===== src/rtl/mc_pkg.sv =====
// Shared encodings for the multi-cycle MIPS control unit: states, ALU opcodes,
// instruction fields and datapath mux selects.
package mc_pkg;

  typedef enum logic [3:0] {
    S_FETCH  = 4'd0,
    S_DECODE = 4'd1,
    S_MEMADR = 4'd2,
    S_MEMRD  = 4'd3,
    S_MEMWB  = 4'd4,
    S_MEMWR  = 4'd5,
    S_REXEC  = 4'd6,
    S_RWB    = 4'd7,
    S_BEQ    = 4'd8,
    S_JUMP   = 4'd9,
    S_IEXEC  = 4'd10,
    S_IWB    = 4'd11
  } state_t;

  typedef enum logic [2:0] {
    ALU_AND  = 3'b000,
    ALU_OR   = 3'b001,
    ALU_NOR  = 3'b011,
    ALU_ADD  = 3'b100,
    ALU_ADDU = 3'b101,
    ALU_SUB  = 3'b110
  } alu_ctrl_t;

  localparam logic [5:0] OP_RTYPE = 6'b000000;
  localparam logic [5:0] OP_LW    = 6'b100011;
  localparam logic [5:0] OP_SW    = 6'b101011;
  localparam logic [5:0] OP_BEQ   = 6'b000100;
  localparam logic [5:0] OP_J     = 6'b000010;
  localparam logic [5:0] OP_ADDI  = 6'b001000;
  localparam logic [5:0] OP_ORI   = 6'b001101;

  localparam logic [5:0] FN_ADD   = 6'b100000;
  localparam logic [5:0] FN_ADDU  = 6'b100001;
  localparam logic [5:0] FN_SUB   = 6'b100010;
  localparam logic [5:0] FN_AND   = 6'b100100;
  localparam logic [5:0] FN_OR    = 6'b100101;
  localparam logic [5:0] FN_NOR   = 6'b100111;

  localparam logic [1:0] SRCB_B      = 2'b00;
  localparam logic [1:0] SRCB_FOUR   = 2'b01;
  localparam logic [1:0] SRCB_IMM    = 2'b10;
  localparam logic [1:0] SRCB_IMMSH2 = 2'b11;

  localparam logic [1:0] PCSRC_ALU    = 2'b00;
  localparam logic [1:0] PCSRC_ALUOUT = 2'b01;
  localparam logic [1:0] PCSRC_JUMP   = 2'b10;

  // Opcode dispatch out of DECODE; unknown opcodes retire as a NOP.
  function automatic state_t decode_dispatch(input logic [5:0] op);
    state_t nxt;
    unique case (op)
      OP_LW, OP_SW:     nxt = S_MEMADR;
      OP_RTYPE:         nxt = S_REXEC;
      OP_BEQ:           nxt = S_BEQ;
      OP_J:             nxt = S_JUMP;
      OP_ADDI, OP_ORI:  nxt = S_IEXEC;
      default:          nxt = S_FETCH;
    endcase
    return nxt;
  endfunction

endpackage


===== src/rtl/mc_ctrl_fsm_if.sv =====
// Bundle between the control unit and the datapath: IR fields and ALU flags in,
// every enable and mux select out.
interface mc_ctrl_fsm_if;
  logic [5:0] Op;
  logic [5:0] Funct;
  logic       Zero;
  logic       O;
  logic       PCWrite;
  logic       IorD;
  logic       MemRead;
  logic       MemWrite;
  logic       IRWrite;
  logic       MemtoReg;
  logic       RegDst;
  logic       RegWrite;
  logic       ALUSrcA;
  logic [1:0] ALUSrcB;
  logic [2:0] ALUCtrl;
  logic       ImmZext;
  logic [1:0] PCSource;

  modport master (
    input  Op, Funct, Zero, O,
    output PCWrite, IorD, MemRead, MemWrite, IRWrite, MemtoReg, RegDst,
           RegWrite, ALUSrcA, ALUSrcB, ALUCtrl, ImmZext, PCSource
  );

  modport slave (
    output Op, Funct, Zero, O,
    input  PCWrite, IorD, MemRead, MemWrite, IRWrite, MemtoReg, RegDst,
           RegWrite, ALUSrcA, ALUSrcB, ALUCtrl, ImmZext, PCSource
  );
endinterface


===== src/rtl/mc_ctrl_fsm_alu_op_dec.sv =====
// ALU opcode decode from (state, Funct, Op); also flags the signed ops whose
// overflow may cancel writeback and whether an R-type Funct is supported.
module alu_op_dec
  import mc_pkg::*;
(
  input  state_t     state,
  input  logic [5:0] op,
  input  logic [5:0] funct,
  output alu_ctrl_t  alu_ctrl,
  output logic       imm_zext,
  output logic       funct_ok,
  output logic       ovf_check
);

  always_comb begin
    alu_ctrl  = ALU_AND;
    imm_zext  = 1'b0;
    funct_ok  = 1'b0;
    ovf_check = 1'b0;
    unique case (state)
      S_FETCH, S_DECODE, S_MEMADR: alu_ctrl = ALU_ADDU;
      S_REXEC: begin
        funct_ok = 1'b1;
        unique case (funct)
          FN_ADD:  begin alu_ctrl = ALU_ADD; ovf_check = 1'b1; end
          FN_ADDU: alu_ctrl = ALU_ADDU;
          FN_SUB:  begin alu_ctrl = ALU_SUB; ovf_check = 1'b1; end
          FN_AND:  alu_ctrl = ALU_AND;
          FN_OR:   alu_ctrl = ALU_OR;
          FN_NOR:  alu_ctrl = ALU_NOR;
          default: begin alu_ctrl = ALU_ADDU; funct_ok = 1'b0; end
        endcase
      end
      S_BEQ: alu_ctrl = ALU_SUB;
      S_IEXEC: begin
        if (op == OP_ORI) begin
          alu_ctrl = ALU_OR;
          imm_zext = 1'b1;
        end else begin
          alu_ctrl  = ALU_ADD;
          ovf_check = 1'b1;
        end
      end
      default: alu_ctrl = ALU_AND;
    endcase
  end

endmodule


===== src/rtl/mc_ctrl_fsm.sv =====
// Multi-cycle MIPS control unit: Moore FSM sequencing fetch, decode, execute,
// memory and writeback over a shared datapath.
module mc_ctrl_fsm
  import mc_pkg::*;
#(
  parameter bit          OVF_SUPPRESS = 1'b1,
  parameter int unsigned STATE_W      = 4
) (
  input  logic               clk,
  input  logic               reset,
  mc_ctrl_fsm_if.master      bus,
  output logic [STATE_W-1:0] dbg_state
);

  state_t    state, state_nxt;
  logic      zext_q;
  alu_ctrl_t dec_alu;
  logic      dec_zext, dec_funct_ok, dec_ovf_check, ovf_abort;

  logic       pc_write, iord, mem_read, mem_write, ir_write;
  logic       mem_to_reg, reg_dst, reg_write, src_a, imm_zext;
  logic [1:0] src_b, pc_src;
  logic [2:0] alu_ctrl;
  logic [3:0] state_view;

  alu_op_dec u_alu_op_dec (
    .state    (state),
    .op       (bus.Op),
    .funct    (bus.Funct),
    .alu_ctrl (dec_alu),
    .imm_zext (dec_zext),
    .funct_ok (dec_funct_ok),
    .ovf_check(dec_ovf_check)
  );

  assign ovf_abort = OVF_SUPPRESS && dec_ovf_check && bus.O;

  always_ff @(posedge clk) begin
    if (reset) begin
      state  <= S_FETCH;
      zext_q <= 1'b0;
    end else begin
      state  <= state_nxt;
      // Carries the ori zero-extend select from IEXEC into IWB.
      zext_q <= (state == S_IEXEC) && dec_zext && (state_nxt == S_IWB);
    end
  end

  always_comb begin
    state_nxt  = S_FETCH;
    pc_write   = 1'b0;
    iord       = 1'b0;
    mem_read   = 1'b0;
    mem_write  = 1'b0;
    ir_write   = 1'b0;
    mem_to_reg = 1'b0;
    reg_dst    = 1'b0;
    reg_write  = 1'b0;
    src_a      = 1'b0;
    src_b      = SRCB_B;
    pc_src     = PCSRC_ALU;
    alu_ctrl   = dec_alu;
    imm_zext   = dec_zext | zext_q;
    unique case (state)
      S_FETCH: begin
        mem_read  = 1'b1;
        ir_write  = 1'b1;
        src_b     = SRCB_FOUR;
        pc_write  = 1'b1;
        pc_src    = PCSRC_ALU;
        state_nxt = S_DECODE;
      end
      S_DECODE: begin
        src_b     = SRCB_IMMSH2;
        state_nxt = decode_dispatch(bus.Op);
      end
      S_MEMADR: begin
        src_a     = 1'b1;
        src_b     = SRCB_IMM;
        state_nxt = (bus.Op == OP_LW) ? S_MEMRD : S_MEMWR;
      end
      S_MEMRD: begin
        mem_read  = 1'b1;
        iord      = 1'b1;
        state_nxt = S_MEMWB;
      end
      S_MEMWB: begin
        reg_write  = 1'b1;
        mem_to_reg = 1'b1;
      end
      S_MEMWR: begin
        mem_write = 1'b1;
        iord      = 1'b1;
      end
      S_REXEC: begin
        src_a     = 1'b1;
        src_b     = SRCB_B;
        state_nxt = (!dec_funct_ok || ovf_abort) ? S_FETCH : S_RWB;
      end
      S_RWB: begin
        reg_write = 1'b1;
        reg_dst   = 1'b1;
      end
      S_BEQ: begin
        src_a    = 1'b1;
        src_b    = SRCB_B;
        pc_src   = PCSRC_ALUOUT;
        pc_write = bus.Zero;
      end
      S_JUMP: begin
        pc_write = 1'b1;
        pc_src   = PCSRC_JUMP;
      end
      S_IEXEC: begin
        src_a     = 1'b1;
        src_b     = SRCB_IMM;
        state_nxt = ovf_abort ? S_FETCH : S_IWB;
      end
      S_IWB: reg_write = 1'b1;
      default: state_nxt = S_FETCH;
    endcase
    // Reset takes effect combinationally so an aborted instruction writes nothing.
    if (reset) begin
      pc_write   = 1'b0;
      iord       = 1'b0;
      mem_read   = 1'b0;
      mem_write  = 1'b0;
      ir_write   = 1'b0;
      mem_to_reg = 1'b0;
      reg_dst    = 1'b0;
      reg_write  = 1'b0;
      src_a      = 1'b0;
      src_b      = '0;
      pc_src     = '0;
      alu_ctrl   = '0;
      imm_zext   = 1'b0;
    end
  end

  assign state_view = reset ? S_FETCH : state;
  assign dbg_state  = STATE_W'(state_view);

  assign bus.PCWrite  = pc_write;
  assign bus.IorD     = iord;
  assign bus.MemRead  = mem_read;
  assign bus.MemWrite = mem_write;
  assign bus.IRWrite  = ir_write;
  assign bus.MemtoReg = mem_to_reg;
  assign bus.RegDst   = reg_dst;
  assign bus.RegWrite = reg_write;
  assign bus.ALUSrcA  = src_a;
  assign bus.ALUSrcB  = src_b;
  assign bus.ALUCtrl  = alu_ctrl;
  assign bus.ImmZext  = imm_zext;
  assign bus.PCSource = pc_src;

endmodule


===== src/flat_wrapper.sv =====
// flat-port wrapper written by rule: the top's interface ports become plain ports
module mc_ctrl_fsm_flat import mc_pkg::*;
#(
  parameter bit          OVF_SUPPRESS = 1'b1,
  parameter int unsigned STATE_W      = 4
)
  (clk, reset, dbg_state, bus_Op, bus_Funct, bus_Zero, bus_O, bus_PCWrite, bus_IorD, bus_MemRead, bus_MemWrite, bus_IRWrite, bus_MemtoReg, bus_RegDst, bus_RegWrite, bus_ALUSrcA, bus_ALUSrcB, bus_ALUCtrl, bus_ImmZext, bus_PCSource);
  mc_ctrl_fsm_if bus_i ();
  input  logic clk;
  input  logic reset;
  output logic [STATE_W-1:0] dbg_state;
  input wire logic [$bits(bus_i.Op)-1:0] bus_Op;
  input wire logic [$bits(bus_i.Funct)-1:0] bus_Funct;
  input wire logic [$bits(bus_i.Zero)-1:0] bus_Zero;
  input wire logic [$bits(bus_i.O)-1:0] bus_O;
  output wire logic [$bits(bus_i.PCWrite)-1:0] bus_PCWrite;
  output wire logic [$bits(bus_i.IorD)-1:0] bus_IorD;
  output wire logic [$bits(bus_i.MemRead)-1:0] bus_MemRead;
  output wire logic [$bits(bus_i.MemWrite)-1:0] bus_MemWrite;
  output wire logic [$bits(bus_i.IRWrite)-1:0] bus_IRWrite;
  output wire logic [$bits(bus_i.MemtoReg)-1:0] bus_MemtoReg;
  output wire logic [$bits(bus_i.RegDst)-1:0] bus_RegDst;
  output wire logic [$bits(bus_i.RegWrite)-1:0] bus_RegWrite;
  output wire logic [$bits(bus_i.ALUSrcA)-1:0] bus_ALUSrcA;
  output wire logic [$bits(bus_i.ALUSrcB)-1:0] bus_ALUSrcB;
  output wire logic [$bits(bus_i.ALUCtrl)-1:0] bus_ALUCtrl;
  output wire logic [$bits(bus_i.ImmZext)-1:0] bus_ImmZext;
  output wire logic [$bits(bus_i.PCSource)-1:0] bus_PCSource;
  assign bus_i.Op = bus_Op;
  assign bus_i.Funct = bus_Funct;
  assign bus_i.Zero = bus_Zero;
  assign bus_i.O = bus_O;
  assign bus_PCWrite = bus_i.PCWrite;
  assign bus_IorD = bus_i.IorD;
  assign bus_MemRead = bus_i.MemRead;
  assign bus_MemWrite = bus_i.MemWrite;
  assign bus_IRWrite = bus_i.IRWrite;
  assign bus_MemtoReg = bus_i.MemtoReg;
  assign bus_RegDst = bus_i.RegDst;
  assign bus_RegWrite = bus_i.RegWrite;
  assign bus_ALUSrcA = bus_i.ALUSrcA;
  assign bus_ALUSrcB = bus_i.ALUSrcB;
  assign bus_ALUCtrl = bus_i.ALUCtrl;
  assign bus_ImmZext = bus_i.ImmZext;
  assign bus_PCSource = bus_i.PCSource;
  mc_ctrl_fsm #(.OVF_SUPPRESS(OVF_SUPPRESS), .STATE_W(STATE_W)) u_core (.clk(clk), .reset(reset), .bus(bus_i), .dbg_state(dbg_state));
endmodule

===== config.mk =====
export PLATFORM = sky130hd
export DESIGN_NAME = mc_ctrl_fsm_flat
export DESIGN_NICKNAME = d
export VERILOG_FILES = /design/src/rtl/mc_pkg.sv /design/src/rtl/mc_ctrl_fsm_if.sv /design/src/rtl/mc_ctrl_fsm_alu_op_dec.sv /design/src/rtl/mc_ctrl_fsm.sv /design/src/flat_wrapper.sv
export SDC_FILE = /design/constraint.sdc
export NUM_CORES = 1
export LEC_CHECK = 0
export BUFFER_PORTS_ARGS = -buffer_cell sky130_fd_sc_hd__buf_2
export CAP_MARGIN = 10
export CORE_MARGIN = 3
export CORE_UTILIZATION = 41
export DETAILED_ROUTE_END_ITERATION = 7
export GPL_ROUTABILITY_DRIVEN = 0
export GPL_TIMING_DRIVEN = 0
export PLACE_DENSITY_LB_ADDON = 0.2
export SLEW_MARGIN = 20
export SYNTH_ARGS = -nofsm -noshare
export SYNTH_HDL_FRONTEND = slang
export SYNTH_SLANG_ARGS = --single-unit
export TNS_END_PERCENT = 1

===== constraint.sdc =====
create_clock -name clk -period 1.5 [get_ports clk]
set_input_delay 0 -clock clk [delete_from_list [all_inputs] [get_ports clk]]
set_output_delay 0 -clock clk [all_outputs]
set_load 0.05 [all_outputs]

# Yosys cells after proc, flatten, opt, wreduce, memory -nomap -nowiden
# Index checks and enable logic that the tools add are counted.
totals:
  regBits: 5
  input_bits: 16
  output_inout_bits: 21
  elab_cells: 85
classes:
  eq_ne: 24
  n_mux: 40
  bitwise: 1
  n_reduce_logical: 18
ops:
  columns: ["cell", "n"]
  rows:
  - ["equality test 6 bit, second input constant", 8]
  - ["two-way mux 1 bit", 24]
  - ["case mux 4 bit (6 select lines)", 1]
  - ["equality test 4 bit, second input constant", 5]
  - ["case mux 4 bit (5 select lines)", 1]
  - ["equality test 4 x 3 -> 1 bit, second input constant", 4]
  - ["case mux 3 bit (5 select lines)", 1]
  - ["OR reduction 2 bit", 7]
  - ["equality test 6 x 4 -> 1 bit, second input constant", 2]
  - ["two-way mux 3 bit", 4]
  - ["case mux 3 bit (4 select lines)", 1]
  - ["equality test 4 x 2 -> 1 bit, second input constant", 2]
  - ["two-way mux 4 bit", 2]
  - ["equality test 6 x 2 -> 1 bit, second input constant", 1]
  - ["equality test 6 x 3 -> 1 bit, second input constant", 1]
  - ["logical NOT 6 bit", 1]
  - ["case mux 2 bit (3 select lines)", 1]
  - ["OR reduction 3 bit", 2]
  - ["OR reduction 6 bit", 1]
  - ["equality test 4 x 1 -> 1 bit, second input constant", 1]
  - ["logical NOT 4 bit", 1]
  - ["two-way mux 2 bit", 2]
  - ["case mux 1 bit (2 select lines)", 2]
  - ["case mux 2 bit (2 select lines)", 1]
  - ["other kinds (5)", 7]

# Logic depth before layout (Yosys ltp)
# Gate-level depths: netlist (run 1).
logic_depth:
  word_depth: 10
  ltp_mapped: 6
  depth_no_buf: 4

# Modules after synthesis
# From an unflattened synthesis (run 1), not the netlist that was laid out.
unflattened:
  hier_cells: 113
  area_unflattened_um2: 763.2
by_module_without_submodules:
  columns: ["module", "n_inst", "cells_each", "area_per_inst_um2", "seq_area_each_um2"]
  rows:
  - ["mc_ctrl_fsm", 1, 86, 583.1, 100.1]
  - ["alu_op_dec", 1, 27, 180.2, 0.0]

# Least setup slack after synthesis (run 1)
# OpenSTA, ideal clock, no wires.
synth_timing:
  path_type: "register -> output"
  startpoint: "register u_core.state[1]"
  endpoint: "output bus_MemtoReg"
  arrival_ps: 2234
  required_time_ps: 1500
  path_slack_ps: -734
  path_stages_with_launch: 4
  n_path_buf: 2
  cell_sequence: "dfxtp_1 buf_2 buf_1 nor4_1"
synth_via:
  elab_chain_len: 3
synth_lines:
  columns: ["element", "line_no", "rtl"]
  rows:
  - ["start, declared", "mc_ctrl_fsm.sv:15", "state_t state, state_nxt;"]
  - ["start signal, assigned", "mc_ctrl_fsm.sv:43", "state <= state_nxt;"]
  - ["equality test 4 x 3 -> 1 bit", "mc_ctrl_fsm.sv:64", "unique case (state)"]
  - ["two-way mux 1 bit", "mc_ctrl_fsm.sv:64", null]
  - ["two-way mux 1 bit", "mc_ctrl_fsm.sv:123", "if (reset) begin"]
  - ["end, declared", "flat_wrapper.sv:21", "output wire logic [$bits(bus_i.MemtoReg)-1:0] bus_MemtoReg;"]
# Every way passes these cells.

# Worst setup path after layout (run 1)
layout_timing:
  startpoint: "register u_core.state[0]"
  endpoint: "register u_core.state[1]"
layout_via:
  elab_chain_len: 6
  word_cells_on_any_way: 14
  classes_between: "eq/ne (5); mux (5); reduce/logical (4)"
layout_lines:
  columns: ["element", "line_no", "rtl"]
  rows:
  - ["equality test 4 bit / equality test 4 x 3 -> 1 bit (equally long branches)", "mc_ctrl_fsm_alu_op_dec.sv:20, mc_ctrl_fsm.sv:64", null]
  - ["case mux 1 bit (2 select lines) / two-way mux 1 bit (equally long branches)", "mc_ctrl_fsm_alu_op_dec.sv:20", "unique case (state)"]
  - ["logical AND 1 bit / logical NOT 1 bit (equally long branches)", "mc_ctrl_fsm.sv:36, mc_ctrl_fsm.sv:98", null]
  - ["logical OR 1 bit", "mc_ctrl_fsm.sv:98", "state_nxt = (!dec_funct_ok || ovf_abort) ? S_FETCH : S_RWB;"]
  - ["two-way mux 3 bit", "mc_ctrl_fsm.sv:98", null]
  - ["case mux 4 bit (6 select lines) *", "mc_ctrl_fsm.sv:64", null]
# Every way passes the cells marked *; elsewhere a longest branch is shown, timed or not.
# A chain may end at the register's enable or synchronous reset.

==> qor.yml, run 1 <==
outcome: "finished with violations"
violations_in_the_final_reports: "setup timing"
die_w_um: 49.25
netlist_instances: 111
layout_min_cycle_time_ns: 1.555
max_stage_delay_ns: 0.48
floorplan.io_pins: 37
final-setup-viol-count: 5
worst_path_max_delay_cell: "sky130_fd_sc_hd__or4_4"
cts_made_buffers: 3
leakagePower_nw: 0.5100
fin_tns_setup_ns: -0.1199
wl_um: 2699
power_per_cell_area_nw_per_um2: 450.3
vdd.ir_drop.worst_mv: 0.2335
dominantRegCellSynth: "sky130_fd_sc_hd__dfxtp_1"
clock_skew_ns: 0.0008130
stdcell_area_um2: 1260
class_of_the_worst_hold_path: "input port to flip-flop"
detailroute.via_count: 1077
globalRouteTotalUtil: 0.2066
timing.max_cap.violations: 0
rsz0062_at_grt: "true"
core_area_um2: 1745
worst-r2r-setup-slack_ns: -0.05
cp_data_required_time_ns: 1.61
yosysWarningCount: 0
hpwlAfterDp_um: 1830
root_buffer: "sky130_fd_sc_hd__clkbuf_4"
synth_enable_flop_cells: 0
yosys_register_bits: 5
drt_pass1_iterations: 4
drt_first_iter_violations: 28
clk_transition_reported_paths_ns: 0.04
fmaxAchievable_mhz: 643.3
placement.cell_area_um2: 1016
synth_async_sr_flop_share: 0
ys_types: 42
die_area_um2: 2426
ctsHtreeMaxLevel: 1
grt_pass1_wl_um: 4091
crit_buf_inv: 1
post_syn_area_um2: 767.0
dieHeight_um: 49.25
timing.critical_path.to_type: "flip-flop"
final_layout_size_suffix_gt1_frac: 0.5064
grt_start_max_net_pins: 11
total_power_mw: 0.5674
nets: 173
via_per_inst: 5.950
gr-total-overflow: 0
grt_antenna_before_repair: 0
critical_path.top_delay_family: "simple AND/OR/NAND/NOR gates"
crit_chain: "buf_6 > nand4bb_4 > or4_4 > o221ai_2 > a31oi_1"
synth_nets: 127
timing.max_slew.rel_slack: 0.6124
rows: 15
route.detailed.wl_per_inst_um: 14.91
syn_to_final_growth_pct: 64.27
first_global_vias: 907
final-hold-violation-count: 0
num-fill-cells: 145
final_cell_mix: "sky130_fd_sc_hd__buf_2 (26), sky130_fd_sc_hd__buf_4 (10), sky130_fd_sc_hd__nor2_1 (9), sky130_fd_sc_hd__a21oi_1 (8)"
fin_crit_sh: 1.036
clock_sink_count: 5
finalWorstSetupSlack_ns: -0.05454
cts_tree: "done"
drt.antenna.violating_nets: 0
clk_latency_ns: 0.24
ys_seq_area_frac: 0.1305
mostFrequentLayoutCell: "sky130_fd_sc_hd__buf_2"
multiInputGateArea_um2: 742.0
worstSetupPathType: "flip-flop to flip-flop"
syn_avg_cell_area_um2: 6.910
register_area_um2: 106.4
cp.arrival_ns: 1.67
path_max_fanout: 9
antenna_cells_inserted: 0
worst_setup_start_kind: "flip-flop"
buffer_ports.inserted: 36
worst-slew-pin-transition_ns: 0.5813
clock_path_buffers: 2
post-route-drc-count: 0
start_util: 0.4394
number_of_max_slew_violations_in_the_final_report: 0
ctsHoldBuffers: 0
-- layout make-up --
| type | count | area share |
|---|---|---|
| flip-flops and latches | 5 | 0.08441 |
| well taps | 25 | 0.02483 |
| clock buffers | 4 | 0.02085 |
| repair buffers | 41 | 0.2046 |
| plain buffers | 8 | 0.07051 |
| inverters | 2 | 0.005958 |
| multi-input cells | 96 | 0.5889 |
-- tightest hold or removal path, stage by stage --
cell                      delay (ns)
sky130_fd_sc_hd__buf_2          0.12
sky130_fd_sc_hd__nand2_1        0.05
sky130_fd_sc_hd__nand2_1        0.06
sky130_fd_sc_hd__o32ai_1        0.07
-- where the power goes --
group	total [mW]	switching, mW	internal, mW
sequential	0.139	0.00331	0.135
clock	0.158	0.0571	0.101
combinational	0.271	0.168	0.103
total	0.567	0.229	0.339
-- synth_stat cells (2+ instances only) --
cell type,count,share of area
sky130_fd_sc_hd__inv_1,2,0.0098
sky130_fd_sc_hd__a21o_1,3,0.029
sky130_fd_sc_hd__buf_1,2,0.0098
sky130_fd_sc_hd__o21ai_0,3,0.020
sky130_fd_sc_hd__buf_2,2,0.013
sky130_fd_sc_hd__nor3b_1,2,0.020
sky130_fd_sc_hd__nor4_1,3,0.024
sky130_fd_sc_hd__nand3_1,5,0.033
sky130_fd_sc_hd__nor2b_1,5,0.041
sky130_fd_sc_hd__nand2b_1,5,0.041
sky130_fd_sc_hd__nand2_1,6,0.029
sky130_fd_sc_hd__nor2_1,12,0.059
sky130_fd_sc_hd__or4_1,2,0.020
sky130_fd_sc_hd__xor2_1,2,0.023
sky130_fd_sc_hd__dfxtp_1,5,0.13
sky130_fd_sc_hd__a31oi_1,4,0.033
sky130_fd_sc_hd__nor3_1,12,0.078
sky130_fd_sc_hd__clkbuf_1,4,0.020
sky130_fd_sc_hd__a211oi_1,2,0.020
sky130_fd_sc_hd__a21oi_1,8,0.052
-- cell families (layout without fill, tap and decap cells) --
| group | count (synthesis) | count (layout) | synth area share |
|---|---|---|---|
| buffers and inverters | 10 | 55 | 0.05220 |
| and+or+nand+nor | 63 | 63 | 0.5090 |
| AOI/OAI and AO/OA | 30 | 30 | 0.2740 |
| DFF | 5 | 5 | 0.1305 |
| xor gates and xnor gates | 3 | 3 | 0.03426 |
-- timing repair --
action                     in CTS  in global routing
buffers inserted                3                  2
pin swaps                       6                  7
gates resized for setup        33                 23
cloned                          0                  0
setup endpoints to repair      24                 17
-- layer usage --
layer  share of wire  GRT usage  vias up
met5               0          0        -
met4           0.011    0.05213        0
met3           0.062    0.03976        2
met2            0.52     0.3616       51
met1            0.40     0.2550      512
li1                -          -      512
-- flip-flops by register name, summed over array words and instances, names as in the netlist --
name	cells
u_core.state	4
u_core.zext_q	1
-- stage by stage --
stage | cells | utilization | worst slack, ns | hold slack [ns]
floorplan | 111 | - | -0.3282 | 0.1683
global placement | 172 | 0.5821 | -0.08748 | 0.3688
detailed placement | 172 | 0.5821 | -0.09006 | 0.3674
CTS | 179 | 0.6652 | -0.02515 | 0.09627
global route | 181 | 0.7219 | -0.08525 | 0.1406
finish | 181 | 0.7219 | -0.05454 | 0.1146
-- path summary, 6_finish.rpt --
kind / start / end / cells past startpoint
max: u_core.state[0] / u_core.state[1] / 5
min reg2reg: u_core.state[0] / u_core.state[0] / 3
min: bus_Funct[1] / u_core.state[2] / 4
max reg2reg: u_core.state[0] / u_core.state[1] / 5
(Power assumes the default switching activity.)
==> run 2: changes to the inputs <==
Settings changed: ABC_AREA set to 1, CORE_UTILIZATION 41 to 40.
==> qor.yml, run 2 <==
crit_chain: "inv_4 > nand2_4 > nor2_4 > nand4_1 > nand3_1 > nand2_1 > inv_1 > buf_6"  # was buf_6 > nand4bb_4 > or4_4 > o221ai_2 > a31oi_1
clock_path_buffers: 2  # unchanged
stdcell_area_um2: 1013  # was 1260 um^2
grt_pass1_wl_um: 2904  # was 4091 um
fin_crit_sh: 0.9778  # was 1.036
syn_to_final_growth_pct: 44.64  # was 64.27%
drt_pass1_iterations: 4  # unchanged
syn_avg_cell_area_um2: 5.268  # was 6.910 um^2
clock_skew_ns: 0.001980  # was 0.0008130 ns
clock_sink_count: 5  # unchanged
vdd.ir_drop.worst_mv: 0.4114  # was 0.2335 mV
globalRouteTotalUtil: 0.1775  # was 0.2066
outcome: "complete, no violations"  # was finished with violations
leakagePower_nw: 0.5410  # was 0.5100 nW
detailroute.via_count: 980  # was 1077
synth_async_sr_flop_share: 0  # unchanged
post-route-drc-count: 0  # unchanged
synth_enable_flop_cells: 0  # unchanged
timing.rr.end: "u_core.state[0]"  # was u_core.state[1]
synthAdderAreaFrac: 0  # unchanged
gr-total-overflow: 0  # unchanged
grt_start_max_net_pins: 11  # unchanged
layout_min_cycle_time_ns: 1.467  # was 1.555 ns
via_per_inst: 5.052  # was 5.950
die_area_um2: 2290  # was 2426 um^2
final-hold-violation-count: 0  # unchanged
ys_types: 23  # was 42
dominant_combinational_cell_family_by_area_after_synthesis: "simple AND/OR/NAND/NOR gates"  # unchanged
antenna_cells_inserted: 0  # unchanged
most_area_hungry_cell_type_in_the_yosys_netlist: "sky130_fd_sc_hd__nand2_1"  # was sky130_fd_sc_hd__dfxtp_1
synth.top_cell.area_share: 0.1554  # was 0.1305
fmaxAchievable_mhz: 681.8  # was 643.3 MHz
cts_tree: "done"  # unchanged
class_of_the_worst_hold_path: "input port to flip-flop"  # unchanged
worstHoldStart: "bus_O"  # was bus_Funct[1]
largest_register: "u_core.state"  # unchanged
clk_transition_reported_paths_ns: 0.05  # was 0.04 ns
multiInputGateArea_um2: 533.0  # was 742.0 um^2
hpwlAfterDp_um: 1664  # was 1830 um
post_synth_and_or_nand_nor_area_fraction: 0.5304  # was 0.5090
numPlacedInstances: 185  # was 172
dominantRegCellSynth: "sky130_fd_sc_hd__dfxtp_1"  # unchanged
total_power_mw: 0.5010  # was 0.5674 mW
number_of_flip_flops_in_the_largest_register: 4  # unchanged
clk_latency_ns: 0.25  # was 0.24 ns
root_buffer: "sky130_fd_sc_hd__clkbuf_4"  # unchanged
finalNonFillerCells: 194  # was 181
crit_cells: 8  # was 5
whs_ns: 0.06415  # was 0.1146 ns
ctsHtreeMaxLevel: 1  # unchanged
yosys_register_bits: 5  # unchanged
final_layout_size_suffix_gt1_frac: 0.3933  # was 0.5064
wl_um: 2034  # was 2699 um
timing.max_cap.violations: 0  # unchanged
number_of_max_slew_violations_in_the_final_report: 0  # unchanged
cp.arrival_ns: 1.47  # was 1.67 ns
critical_path.top_delay_family: "simple AND/OR/NAND/NOR gates"  # unchanged
max_stage_delay_ns: 0.35  # was 0.48 ns
buffer_ports.inserted: 36  # unchanged
die_w_um: 47.86  # was 49.25 um
cts_made_buffers: 3  # unchanged
first_global_vias: 751  # was 907
synthTopCellsByArea: "sky130_fd_sc_hd__nand2_1 (16%), sky130_fd_sc_hd__nor2_1 (15%), sky130_fd_sc_hd__dfxtp_1 (14%)"  # was sky130_fd_sc_hd__dfxtp_1 (13%), sky130_fd_sc_hd__nor3_1 (7.8%), sky130_fd_sc_hd__nor2_1 (5.9%)
register_area_um2: 107.6  # was 106.4 um^2
worstReg2RegStart: "u_core.state[3]"  # was u_core.state[0]
final-setup-viol-count: 0  # was 5
worst-slew-pin-transition_ns: 0.5091  # was 0.5813 ns
worst_hold_path.num_cells: 4  # unchanged
nets: 195  # was 173
grt_antenna_before_repair: 0  # unchanged
worstSetupPathType: "flip-flop to output port"  # was flip-flop to flip-flop
timing.max_slew.rel_slack: 0.6606  # was 0.6124
worst_path_max_delay_cell: "sky130_fd_sc_hd__dfxtp_2"  # was sky130_fd_sc_hd__or4_4
endpoint_of_the_worst_hold_path: "u_core.state[2]"  # unchanged
worstRegToRegCells: 8  # was 5
mostFrequentLayoutCell: "sky130_fd_sc_hd__buf_2"  # unchanged
ys_seq_area_frac: 0.1429  # was 0.1305
start_util: 0.4444  # was 0.4394
placement.cell_area_um2: 900.9  # was 1016 um^2
synth_nets: 149  # was 127
drt.antenna.violating_nets: 0  # unchanged
yosysWarningCount: 0  # unchanged
route.detailed.wl_per_inst_um: 10.48  # was 14.91 um
worst-r2r-setup-slack_ns: 0.31  # was -0.05 ns
netlist_instances: 133  # was 111
core_area_um2: 1577  # was 1745 um^2
cp_data_required_time_ns: 1.50  # was 1.61 ns
synth_mux_area_frac: 0  # unchanged
timing.critical_path.to_type: "output port"  # was flip-flop
final_cell_mix: "sky130_fd_sc_hd__buf_2 (30), sky130_fd_sc_hd__nor2_1 (28), sky130_fd_sc_hd__nand2_1 (27), sky130_fd_sc_hd__inv_1 (15), sky130_fd_sc_hd__nand3_1 (11)"  # was sky130_fd_sc_hd__buf_2 (26), sky130_fd_sc_hd__buf_4 (10), sky130_fd_sc_hd__nor2_1 (9), sky130_fd_sc_hd__a21oi_1 (8)
largestRegisters: "u_core.state x4, u_core.zext_q x1"  # unchanged
synth-xor-area-share: 0  # was 0.03426
synth_compound_area_frac: 0.2089  # was 0.2741
post_syn_area_um2: 700.7  # was 767.0 um^2
num-fill-cells: 161  # was 145
power_per_cell_area_nw_per_um2: 494.4  # was 450.3 nW/um^2
worst_setup_start_kind: "flip-flop"  # unchanged
rsz0062_at_grt: "true"  # unchanged
synth.most_common_cell: "sky130_fd_sc_hd__nand2_1"
floorplan.io_pins: 37  # unchanged
drt_first_iter_violations: 20  # was 28
dieHeight_um: 47.86  # was 49.25 um
path_max_fanout: 5  # was 9
synth_top_cells_by_count: "sky130_fd_sc_hd__nand2_1 (29), sky130_fd_sc_hd__nor2_1 (28), sky130_fd_sc_hd__inv_1 (17), sky130_fd_sc_hd__nand3_1 (11), sky130_fd_sc_hd__a21oi_1 (9)"  # was sky130_fd_sc_hd__nor2_1 (12), sky130_fd_sc_hd__nor3_1 (12), sky130_fd_sc_hd__a21oi_1 (8), sky130_fd_sc_hd__nand2_1 (6)
rows: 14  # was 15
crit_buf_inv: 3  # was 1
[run 2: cell count changes after synthesis, sizes merged, moves of 4 or more]
| cell | before | now |
|---|---|---|
| nor2b | 5 | 0 |
| nor2 | 12 | 34 |
| inv | 2 | 20 |
| a21oi | 8 | 12 |
| nand2b | 5 | 0 |
| nand3 | 6 | 11 |
| a31oi | 4 | 0 |
| o21ai | 4 | 8 |
| nor4 | 4 | 0 |
| nor3 | 12 | 1 |
| nand2 | 6 | 33 |
[run 2: repair_timing]
item                                    CTS  global route
hold buffers                              0             0
setup buffers                             0             5
pin swaps                                 0             5
resized for setup                         7            15
endpoints found under the setup margin    8            10
[run 2: cells by family (layout without fill, tap and decap cells)]
group / count (synthesis) / after routing
AO/OA/AOI/OAI: 24 / 24
buffers and inverters: 22 / 67
AND/OR/NAND/NOR: 82 / 82
flip-flops: 5 / 5
[run 2: area by class of cell]
type,count,area share
Clock inverter,1,0.004938
Clock buffer,3,0.02222
Sequential cell,5,0.1062
Multi-Input combinational cell,106,0.5259
Buffer,2,0.007407
Inverter,20,0.07654
Tap cell,16,0.01975
Timing Repair Buffer,41,0.2370
[run 2: power by group]
| part | switching, mW | internal [mW] |
|---|---|---|
| logic | 0.140 | 0.0617 |
| clock network | 0.0611 | 0.0967 |
| registers | 0.00596 | 0.135 |
[run 2: worst min-delay path, cell delays in order]
cell and delay (ns):
sky130_fd_sc_hd__buf_2 0.09, sky130_fd_sc_hd__nand2_2 0.07, sky130_fd_sc_hd__nand2_1 0.07, sky130_fd_sc_hd__a21oi_2 0.04
[run 2: stage by stage]
step | TNS (ns) | util | setup WS (ns)
final | 0 | 0.6429 | 0.03325
after detailed placement | 0 | 0.5714 | 0.1040
after global routing | -0.06709 | 0.6429 | -0.03833
after CTS | -0.1749 | 0.6024 | -0.07907
after floorplan | -0.3449 | - | -0.1798
after global placement | 0 | 0.5714 | 0.1090
[run 2: worst max-delay path by stage]
stage	start	end	slack, ns
after floorplan	u_core.state[0]	bus_PCSource[1]	-0.18
after global placement	u_core.state[1]	bus_ALUCtrl[0]	0.11
after detailed placement	u_core.state[1]	bus_ALUCtrl[0]	0.10
after CTS	u_core.state[2]	bus_ALUCtrl[0]	-0.08
after global routing	u_core.state[0]	bus_ALUCtrl[0]	-0.04
final	u_core.state[0]	bus_ALUCtrl[0]	0.03
[run 2: layer usage]
layer	global-route usage	wire (um)	part of all wire	vias to the layer above
li1	-	-	-	521
met1	0.2141	914	0.45	417
met2	0.3166	942	0.46	38
met3	0.04511	141	0.069	4
met4	0.03226	36	0.018	0
met5	0	0	0	-
